===== src/rtl/universal_shift_reg.sv =====
// Universal shift register: hold, shift right, shift left or parallel load each clock.
// Each bit is a 4:1 mux feeding a flip-flop with synchronous clear.
module universal_shift_reg #(
    parameter int DATA_WIDTH = 4,
    parameter int SEL_WIDTH  = 2
) (
    input  logic                  i_clk,
    input  logic                  clr,
    input  logic [DATA_WIDTH-1:0] in,
    input  logic [SEL_WIDTH-1:0]  sel_mux,
    input  logic                  sr,
    input  logic                  sl,
    output logic [DATA_WIDTH-1:0] q_out
);

    localparam logic [SEL_WIDTH-1:0] MODE_HOLD  = 2'b00;
    localparam logic [SEL_WIDTH-1:0] MODE_RIGHT = 2'b01;
    localparam logic [SEL_WIDTH-1:0] MODE_LEFT  = 2'b10;
    localparam logic [SEL_WIDTH-1:0] MODE_LOAD  = 2'b11;

    logic [DATA_WIDTH-1:0] q_q;
    logic [DATA_WIDTH-1:0] q_d;
    logic [DATA_WIDTH-1:0] right_nbr;
    logic [DATA_WIDTH-1:0] left_nbr;

    // Neighbour feeding each bit: sr enters at the MSB, sl at the LSB.
    assign right_nbr = {sr, q_q[DATA_WIDTH-1:1]};
    assign left_nbr  = {q_q[DATA_WIDTH-2:0], sl};

    always_comb begin
        // NOTE: default assignment first so no path leaves q_d unassigned (no latch).
        q_d = q_q;
        for (int i = 0; i < DATA_WIDTH; i++) begin
            case (sel_mux)
                MODE_HOLD:  q_d[i] = q_q[i];
                MODE_RIGHT: q_d[i] = right_nbr[i];
                MODE_LEFT:  q_d[i] = left_nbr[i];
                MODE_LOAD:  q_d[i] = in[i];
                default:    q_d[i] = q_q[i];
            endcase
        end
    end

    always_ff @(posedge i_clk) begin
        // NOTE: non-blocking assignment for state so every flop samples pre-edge values.
        if (clr) begin
            q_q <= '0;
        end else begin
            q_q <= q_d;
        end
    end

    assign q_out = q_q;

endmodule


===== config.mk =====
export PLATFORM = sky130hd
export DESIGN_NAME = universal_shift_reg
export DESIGN_NICKNAME = d
export VERILOG_FILES = /design/src/rtl/universal_shift_reg.sv
export SDC_FILE = /design/constraint.sdc
export NUM_CORES = 1
export LEC_CHECK = 0
export ABC_AREA = 1
export CORE_AREA = 2 2 39 41
export DETAILED_ROUTE_END_ITERATION = 10
export DIE_AREA = 0 0 41 43
export SLEW_MARGIN = 40
export SYNTH_ARGS = -nofsm -noshare
export SYNTH_HDL_FRONTEND = slang
export SYNTH_SLANG_ARGS = --single-unit

===== constraint.sdc =====
create_clock -name i_clk -period 0.9 [get_ports i_clk]
set_input_delay 0.135 -clock i_clk [delete_from_list [all_inputs] [get_ports i_clk]]
set_output_delay 0.135 -clock i_clk [all_outputs]
set_load 0.01 [all_outputs]

# Yosys cells after proc, flatten, opt, wreduce, memory -nomap -nowiden
# Cells that the tools add are included.
dict set report classes {
  eq_ne 3
  mux 4
  n_reduce_logical 1
}
# op count
set ops {}
lappend ops {{1-bit one-hot mux with 3 select lines} 4}
lappend ops {{2-bit equality test, second input constant} 2}
lappend ops {{2-bit by 1-bit equality test with 1-bit output, second input constant} 1}
lappend ops {{2-bit logical NOT} 1}
dict set report word_totals {
  reg_bits 4
  in_bits 10
  output_inout_bits 4
  word_cells 9
}

# Longest topological paths before layout
# Gate-level depths: netlist (run 1).
dict set report logic_depth {
  ltp_word 2
  ltp_mapped 5
  mapped_depth_nobuf 5
}

# Least setup slack after synthesis (run 1)
# OpenSTA, ideal clock, no wires.
dict set report synth_path {
  kind {register -> register}
  start {reg q_q[2], in the netlist q_out[2]}
  end {reg q_q[1], in the netlist q_out[1]}
  setup_ns 0.117
  t_arrival_ns 0.583
  required_time_ns 0.783
  path_slack_ns 0.200
  path_stages_with_launch 5
  path_buffers 0
  period_less_slack_ns 0.700
  cell_sequence {dfxtp_1 nand2_1 nand3_1 nor2_1 nor2_1}
}
dict set report synth_between {
  elab_chain_len 1
}
# item line_no
set synth_rtl {}
lappend synth_rtl {{start, declared} 21} ;# logic [DATA_WIDTH-1:0] q_q;
lappend synth_rtl {{start signal, assigned} 49} ;# q_q <= q_d;
lappend synth_rtl {{1-bit one-hot mux with 3 select lines} 34} ;# case (sel_mux)
# Every way passes these cells.
# A chain may end at the register's enable or synchronous reset.

# Worst setup path in the final report (run 1)
# Ends and elaborated chain as after synthesis.

==> results of run 1 <==
-- how the worst max path moves through the flow --
stage | cells past startpoint | endpoint
after global routing | 5 | q_out[1]$_SDFFE_PP0P_
after CTS | 1 | q_out[1]
after global placement | 6 | q_out[1]$_SDFFE_PP0P_
after floorplan | 4 | q_out[1]$_SDFFE_PP0P_
after detailed placement | 6 | q_out[2]$_SDFFE_PP0P_
final | 5 | q_out[1]$_SDFFE_PP0P_
-- power by group through the flow --
stage	clock network (W)	logic [W]	registers [W]
after detailed placement	0	0.000171	0.000202
after global placement	0	0.000170	0.000202
final	0.000210	0.000154	0.000199
after global routing	0.000236	0.000176	0.000200
after floorplan	0	0.0000525	0.000212
after CTS	0.000224	0.000156	0.000199
-- cell families after synthesis --
kind of cell / synth area share, %
AO/OA/AOI/OAI: 12.56
buffers and inverters: 10.99
flip-flops: 33.51
AND/OR/NAND/NOR: 42.93
-- what timing repair did --
action / 4_1_cts / 5_1_grt
pin swaps: 0 / 3
hold endpoints to repair: 0 / 0
resized for setup: 19 / 1
endpoints found under the setup margin: 8 / 1
-- cell type report --
cell class | instances | area share [%]
Timing Repair Buffer | 19 | 35.06
Inverter | 7 | 6.034
Sequential cell | 4 | 18.68
Multi-Input combinational cell | 29 | 30.46
Clock buffer | 3 | 5.172
Tap cell | 16 | 4.598
-- routing by layer --
metal,vias up,wire length [um],global-route usage [%]
met3,0,46,1.571
met1,123,298,10.29
met5,-,0,0
met4,0,0,10.00
li1,170,-,-
met2,9,276,11.25
-- placed cells by master (no fill, tap or decap) --
cell type	Yosys	routed
a21oi_1	1	1
buf_2	0	4
buf_4	0	6
clkbuf_4	0	3
clkdlybuf4s50_1	0	7
dfxtp_1	4	3
dfxtp_2	0	1
dlygate4sd2_1	0	2
inv_1	6	5
inv_2	1	2
nand2_1	6	6
nand2_4	1	1
nand3_1	7	7
nor2_1	9	9
o21ai_0	4	4
o21ai_1	1	1
-- stage by stage --
stage	hold slack [ns]	setup TNS, ns	cell area (um^2)	cells	setup WS [ns]
2_1_floorplan	0.3236	0	239.0	40	0.1998
3_3_place_gp	0.6362	-1.381	434.2	75	-0.2860
3_5_place_dp	0.6331	-1.465	434.2	75	-0.3103
4_1_cts	0.3850	0	434.2	78	0.07632
5_1_grt	0.4352	0	435.4	78	0.002119
6_report	0.3948	0	435.4	78	0.08215
-- critical path: cells and delay by family (launching register included) --
| family | cells | cell delay, ns |
|---|---|---|
| buffers and inverters | 1 | 0.13 |
| DFF | 1 | 0.30 |
| and+or+nand+nor | 4 | 0.27 |
==> key figures, run 1 <==
Status
  • Status: complete, no violations

Finish
  • Area growth, synth to finish: 82.20%
  • Largest register FFs: 4
  • Filler cells: 164
  • Util after Layout: 31.46%
  • Multi-input gate area: 132.6 um^2
  • N_diodes: 0
  • Fin nets: 74
  • Share of post-route cells with drive strength above 1: 27.42%
  • Sequential cell area: 81.33 um^2

Detailed routing
  • Final ANT Viol Nets: 0
  • Vias: 302
  • # DRC: 0
  • Via density: 3.872
  • Starting DRT DRC Count: 5
  • Final WL: 622 um
  • Average wire per standard cell: 7.974 um
  • First drt pass iteration count: 4

Floorplanning
  • Number of I/O pins: 14
  • Core Region: 1384 um^2
  • Die W: 41 um
  • Chip height: 43 um
  • Starting Density: 17.27%
  • Row cnt: 14
  • Die Footprint: 1763 um^2

Yosys
  • Syn_area_per_cell: 5.974 um^2
  • Syn nets: 50
  • Synth top area share: 33.51%
  • Seq/Total Area, Yosys: 33.51%
  • Synth warn: 0
  • Area leader, netlist: dfxtp_1
  • Top-count cell post-synth: nor2_1
  • Yosys cell types: 10
  • Dominant synthesized flop cell: dfxtp_1
  • Count of flip-flops with a built-in enable after synthesis: 0
  • Post-synth ARST share: 0%
  • Register bit total from synthesis: 4
  • Cells after Synth: 40
  • Syn Std Cell Area: 239.0 um^2
  • Synth area leaders: dfxtp_1 34%, nand3_1 15%, nor2_1 14%
  • Most frequent cells after synthesis: 9 x nor2_1, 7 x nand3_1, 6 x inv_1, 6 x nand2_1

Place
  • Detail Placement HPWL: 513.9 um
  • Port buffer count: 13
  • GP Congestion: 0.6524

Worst setup path
  • Worst path slowest cell: dfxtp_2
  • R2R Setup Slk: 0.08 ns
  • Worst r2r src: q_out[2]$_SDFFE_PP0P_
  • Setup crit end kind: flop
  • Crit Path Category: reg2reg
  • Crit Path Max Fanout: 3
  • Most frequent cell on the critical path: nor2_1
  • Max incr delay on CP: 0.30 ns
  • Worst Setup SP: q_out[2]$_SDFFE_PP0P_
  • Critical path data arrival time: 0.93 ns
  • Worst r2r path cells: 5
  • WP data required: 1.02 ns
  • Critical path, cell by cell: buf_4, nand2_1, nand3_1, nor2_1, nor2_1
  • Worst Setup Start Kind: flop
  • Worst reg2reg path endpoint: q_out[1]$_SDFFE_PP0P_

STA
  • Slew margin rel.: 89.87%
  • Pins Over Slew Limit: 0
  • Final Hold Fails: 0
  • Fin crit period: 0.8179 ns
  • Max Fclk: 1.223 GHz
  • Clock skew: 0.001245 ns
  • RSZ-0062 raised after global routing: false
  • Setup Viol. Count Final: 0
  • Actual slew at the worst max-slew pin: 0.1504 ns
  • Fin crit share: 90.87%

Clock tree
  • Clk slew on worst S/H paths: 0.03 ns
  • Max Root-Sink Buffers: 2
  • CTS tree: yes
  • CTS Hold Buffers Added: 0
  • Root Driver: clkbuf_4
  • Clock latency on the worst-skew pair: 0.23 ns
  • Num Clock Sinks: 4
  • CTS buffer count: 3
  • H-tree depth: 1
  • Postcts setup bufs: 0

GRT
  • GRT Resource Usage Total: 8.635%
  • Vias in the first global route: 288
  • First-pass GRT wire length: 993 um
  • Initial antenna violation count: 0
  • Remaining global-route overflow: 0
  • Pin count of the biggest net entering global routing: 8

Power and ir drop
  • Switching pwr: 0.0001364 W
  • Total Power: 0.0005632 W
  • Logic pwr share: 27.3%
  • Clk pwr share: 37.4%
  • Pwr/cell area: 1294 nW/um^2
  • Leak: 0.2176 nW
  • Switch share: 24.21%
  • VDD IR-drop max: 0.0004665 V
  • Power Internal: 0.0004269 W
  • Reg power frac: 35.3%

Min path
  • Worst Hold Path Cells: 4
  • Hold Path Class: in2reg
  • Hold_sp: sel_mux[0]
  • WHS Endpoint: q_out[0]$_SDFFE_PP0P_

Flow run
  • Max-cap viol count: 0
No activity file was read; power rests on OpenSTA's default activity.
==> inputs of run 2 (changes only) <==
--- a/config.mk
+++ b/config.mk
@@ -7,6 +7,7 @@
 export LEC_CHECK = 0
 export ABC_AREA = 1
 export CORE_AREA = 2 2 39 41
+export CTS_BUF_LIST = sky130_fd_sc_hd__clkbuf_16
 export DETAILED_ROUTE_END_ITERATION = 10
 export DIE_AREA = 0 0 41 43
 export SLEW_MARGIN = 40
==> key figures, run 2 (same netlist as run 1, synthesis figures left out) <==
Status
  • Status: complete, no violations

Worst setup path
  • Crit Path Category: reg2reg
  • Crit Path Max Fanout: 3 (unchanged)
  • Worst Setup Start Kind: flop
  • R2R Setup Slk: 0.08 ns (about the same)
  • Critical path data arrival time: 0.92 ns (about the same)
  • WP data required: 1.01 ns (about the same)
  • Setup crit end kind: flop

Power and ir drop
  • Logic pwr share: 14.9% (-12 points)
  • Switching pwr: 0.0001867 W (+37%)
  • Total Power: 0.001031 W (+83%)
  • Leak: 0.2409 nW (+11%)
  • Power Internal: 0.0008441 W (+98%)
  • VDD IR-drop max: 0.001135 V (+140%)
  • Pwr/cell area: 2118 nW/um^2 (+64%)
  • Switch share: 18.11% (-6.1 points)
  • Clk pwr share: 65.8% (+28 points)
  • Reg power frac: 19.3% (-16 points)

GRT
  • GRT Resource Usage Total: 9.137% (+0.50 points)
  • Met3 Use GR: 3.141% (+1.6 points)
  • Vias in the first global route: 297 (+3.1%)
  • Pin count of the biggest net entering global routing: 8 (unchanged)
  • GRT met2 Usage: 11.56% (+0.31 points)
  • Remaining global-route overflow: 0 (unchanged)
  • GR peak layer: met2
  • Initial antenna violation count: 0 (unchanged)
  • Routing usage on met1: 10.61% (+0.32 points)
  • First-pass GRT wire length: 1.035 mm (+4.2%)

Place
  • GP Congestion: 0.6524 (unchanged)
  • Pre-CTS setup slack: -0.3103 ns (unchanged)
  • Detail Placement HPWL: 513.9 um (unchanged)
  • Placed Area: 434.2 um^2 (unchanged)
  • Port buffer count: 13 (unchanged)

Finish
  • Sequential cell area: 80.08 um^2 (-1.5%)
  • Filler cells: 155 (-5.5%)
  • Multi-input gate area: 132.6 um^2 (unchanged)
  • Cell area after layout: 486.7 um^2 (+12%)
  • Share of post-route cells with drive strength above 1: 25.81% (-1.6 points)
  • Commonest non-fill, non-tap cell in the layout: nor2_1
  • Largest register FFs: 4 (unchanged)
  • Area growth, synth to finish: 103.7%
  • Fin nets: 74 (unchanged)
  • Most frequent cells in the layout: 9 x nor2_1, 7 x nand3_1, 7 x clkdlybuf4s50_1
  • N_diodes: 0 (unchanged)

Floorplanning
  • Row cnt: 14 (unchanged)
  • Starting Density: 17.27% (unchanged)
  • Die W: 41 um (unchanged)
  • Chip height: 43 um (unchanged)
  • Number of I/O pins: 14 (unchanged)
  • Die Footprint: 1763 um^2 (unchanged)
  • Core Region: 1384 um^2 (unchanged)

Clock tree
  • CTS buffer count: 3 (unchanged)
  • Clk slew on worst S/H paths: 0.03 ns (about the same)
  • Root Driver: clkbuf_16
  • Postcts setup bufs: 0 (unchanged)
  • Num Clock Sinks: 4 (unchanged)
  • Clock latency on the worst-skew pair: 0.22 ns (about the same)
  • CTS tree: yes
  • Max Root-Sink Buffers: 2 (unchanged)
  • H-tree depth: 1 (unchanged)

STA
  • Setup Viol. Count Final: 0 (unchanged)
  • Clock skew: 0.0002807 ns (-0.0009642 ns)
  • Slew margin rel.: 89.87% (unchanged)
  • Fin crit period: 0.8161 ns (-0.001731 ns)
  • RSZ-0062 raised after global routing: false
  • Hold slack: 0.4030 ns (+0.008242 ns)
  • Max Fclk: 1.225 GHz (+0.21%)
  • Fin crit share: 90.68% (-0.19 points)
  • Final Hold Fails: 0 (unchanged)
  • Actual slew at the worst max-slew pin: 0.1504 ns (unchanged)
  • Pins Over Slew Limit: 0 (unchanged)
  • Final worst slack: 0.08388 ns (+0.001731 ns)
  • Fin Setup TNS: 0 ns (unchanged)

Min path
  • Hold Path Class: in2reg

Detailed routing
  • Final WL: 641 um (+3.1%)
  • First drt pass iteration count: 4 (unchanged)
  • Average wire per standard cell: 8.218 um (+3.1%)
  • Vias: 303 (+0.33%)
  • Final ANT Viol Nets: 0 (unchanged)
  • Starting DRT DRC Count: 5 (unchanged)
  • Via density: 3.885 (+0.33%)
  • # DRC: 0 (unchanged)

Flow run
  • Max-cap viol count: 0 (unchanged)
## run 2: cell counts in the layout (fill, tap and decap cells not counted)
No cell type changed its count.
## run 2: layer usage
layer  up-vias  wire, um
met5         -         0
met1       124       317
met2         9       276
met4         0         0
li1        170         -
met3         0        47
## run 2: power by group through the flow
stage	clock network [W]	logic (W)	registers [W]
3_5_place_dp	0	0.000171	0.000202
3_3_place_gp	0	0.000170	0.000202
4_1_cts	0.000691	0.000161	0.000199
5_1_grt	0.000708	0.000176	0.000200
2_1_floorplan	0	0.0000525	0.000212
6_report	0.000678	0.000154	0.000199
## run 2: stage by stage
| step | std cells | util (%) |
|---|---|---|
| 2_1_floorplan | 40 | - |
| 3_3_place_gp | 75 | 31.37 |
| 3_5_place_dp | 75 | 31.37 |
| 4_1_cts | 78 | 36.08 |
| 5_1_grt | 78 | 35.17 |
| 6_report | 78 | 35.17 |
## run 2: final cells by class
type	instances	share of cell area, %
clock buffers	3	15.42
flip-flops and latches	4	16.45
multi-input cells	29	27.25
well taps	16	4.113
inverters	7	5.398
repair buffers	19	31.36
## run 2: path summary, 6_finish.rpt
path                          from                    end  depth (start not counted)
min                     sel_mux[0]  q_out[0]$_SDFFE_PP0P_                          4
max reg2reg  q_out[2]$_SDFFE_PP0P_  q_out[1]$_SDFFE_PP0P_                          5
max          q_out[2]$_SDFFE_PP0P_  q_out[1]$_SDFFE_PP0P_                          5
min reg2reg  q_out[0]$_SDFFE_PP0P_  q_out[0]$_SDFFE_PP0P_                          3
## run 2: worst max-delay path: stages, from the launching register on
cell and delay [ns]:
dfxtp_1 0.29, buf_4 0.13, nand2_1 0.06, nand3_1 0.07, nor2_1 0.10, nor2_1 0.05
## run 2: timing repair
item	4_1_cts	5_1_grt
hold buffers	0	0
resized for setup	17	2
setup endpoints to repair	8	2
==> RTL change: new RTL, flow settings as in run 1 <==
The parameter `DATA_WIDTH` goes from 4 to 6.
--- a/src/rtl/universal_shift_reg.sv
+++ b/src/rtl/universal_shift_reg.sv
@@ -1,7 +1,7 @@
 // Universal shift register: hold, shift right, shift left or parallel load each clock.
 // Each bit is a 4:1 mux feeding a flip-flop with synchronous clear.
 module universal_shift_reg #(
-    parameter int DATA_WIDTH = 4,
+    parameter int DATA_WIDTH = 6,
     parameter int SEL_WIDTH  = 2
 ) (
     input  logic                  i_clk,
Ports: changed (resized in and q_out); port bits go from 14 to 18. No check against the original RTL was run, so the function may have changed too.
==> RTL change against run 1 <==
  * Synthesized area rose by 53%
  * Worst setup slack got worse by 0.019 ns
  * Die area did not move
  * Cell count rose by 33%
  * Critical path depth fell by 4
  * Clock skew barely moved
  * Cell area rose by 44%
  * Total power rose by 40%
  * Sequential cell count rose by 2
  * Core utilization rose by 14 points
  * Via count rose by 53%
  * Wire length rose by 61%
  * Largest cell class is now multi-input combinational cells
  * Largest power group is now sequential cells
==> RTL change: results (changes against run 1) <==
| Metric | Value |
|---|---|
| Met2 Usage GRT | `0.1656 (was 0.1125)` |
| Largest cells by area after synthesis | `dfxtp_1 (33%), nand3_1 (16%), nor2_1 (13%), o21ai_0 (8.2%), nand2_1 (8.2%) (was dfxtp_1 (34%), nand3_1 (15%), nor2_1 (14%), inv_1 (9.4%), nand2_1 (9.4%))` |
| Place WS | `-0.3630 ns (was -0.3103 ns)` |
| Pleak | `0.3205 nW (was 0.2176 nW)` |
| Worst relative slew slack | `0.8868 (was 0.8987)` |
| Worst stage delay on the critical path | `0.32 ns (was 0.30 ns)` |
| DR iter-0 viols | `15 (was 5)` |
| Total GRT Usage | `0.1387 (was 0.08635)` |
| Routed WL per cell | `9.644 um (was 7.974 um)` |
| CP Max Fanout | `2 (was 3)` |
| Critical path arrival | `0.70 ns (was 0.93 ns)` |
| Worst vdd ir | `0.6944 mV (was 0.4665 mV)` |
| Crit-path slowest cell | `dfxtp_1 (was dfxtp_2)` |
| # fillers | `165 (was 164)` |
| Nets | `102 (was 74)` |
| Synth top cells by count | `nor2_1 (13), nand3_1 (12), nand2_1 (8), inv_1 (7) (was nor2_1 (9), nand3_1 (7), inv_1 (6), nand2_1 (6))` |
| Status | `complete, no violations (unchanged)` |
| Grt met1 use | `0.2065 (was 0.1029)` |
| Largest register FFs | `6 (was 4)` |
| Largest net degree at the start of global routing | `9 (was 8)` |
| Vias in the first global route | `394 (was 288)` |
| Met1 wire length | `492 um (was 298 um)` |
| Vias per inst | `4.452 (was 3.872)` |
| Post-synthesis sequential area ratio | `0.3288 (was 0.3351)` |
| Clk_lat worst skew | `0.25 ns (was 0.23 ns)` |
| Post-cts repair resize count | `25 (was 19)` |
| Metal3 WL | `82 um (was 46 um)` |
| Met2 WL post-DR | `428 um (was 276 um)` |
| Synth cell types | `13 (was 10)` |
| Met3 track demand over resource | `0.03141 (was 0.01571)` |
| DR top layer | `met3 (unchanged)` |
| First-pass GRT wire length | `1656 um (was 993 um)` |
## RTL change: cell count changes after synthesis, moves of 2 or more
| cell | before | now |
|---|---|---|
| nand3_1 | 7 | 12 |
| nand2_1 | 6 | 8 |
| dfxtp_1 | 4 | 6 |
| nor2_1 | 9 | 13 |
| o21ai_0 | 4 | 6 |
## RTL change: layout make-up
type	count	share of cell area
multi-input cells	44	0.3426
inverters	9	0.05976
well taps	16	0.03187
flip-flops and latches	6	0.1912
repair buffers	26	0.3386
clock buffers	3	0.03586
## RTL change: logic make-up after synthesis
kind of cell | Yosys count | share of synthesized area
AOI/OAI and AO/OA | 8 | 0.1164
buffers and inverters | 10 | 0.1267
DFF | 6 | 0.3288
and+or+nand+nor | 35 | 0.4281
## RTL change: stage by stage
| stage | utilization | setup TNS, ns | instance area (sq um) | power (mW) | std cells |
|---|---|---|---|---|---|
| 6_report | 0.4539 | 0 | 628.1 | 0.7859 | 104 |
| 3_3_place_gp | 0.4421 | -2.329 | 611.8 | 0.5452 | 100 |
| 3_5_place_dp | 0.4421 | -2.478 | 611.8 | 0.5443 | 100 |
| 4_1_cts | 0.4403 | -0.003622 | 609.3 | 0.7962 | 104 |
| 2_1_floorplan | - | 0 | 365.4 | 0.4023 | 59 |
| 5_1_grt | 0.4539 | 0 | 628.1 | 0.8513 | 104 |
## RTL change: final timing paths
check,end,slack (ns),from
max reg2reg,q_out[2],0.07,q_out[3]
min,q_out[0],0.33,sel_mux[0]
min reg2reg,q_out[1],0.62,q_out[1]
max,q_out[0],0.06,q_out[0]
## RTL change: where the power goes
group	total, mW	switching (mW)	internal [mW]
sequential	0.296	0.00848	0.287
clock	0.254	0.103	0.151
combinational	0.236	0.111	0.125
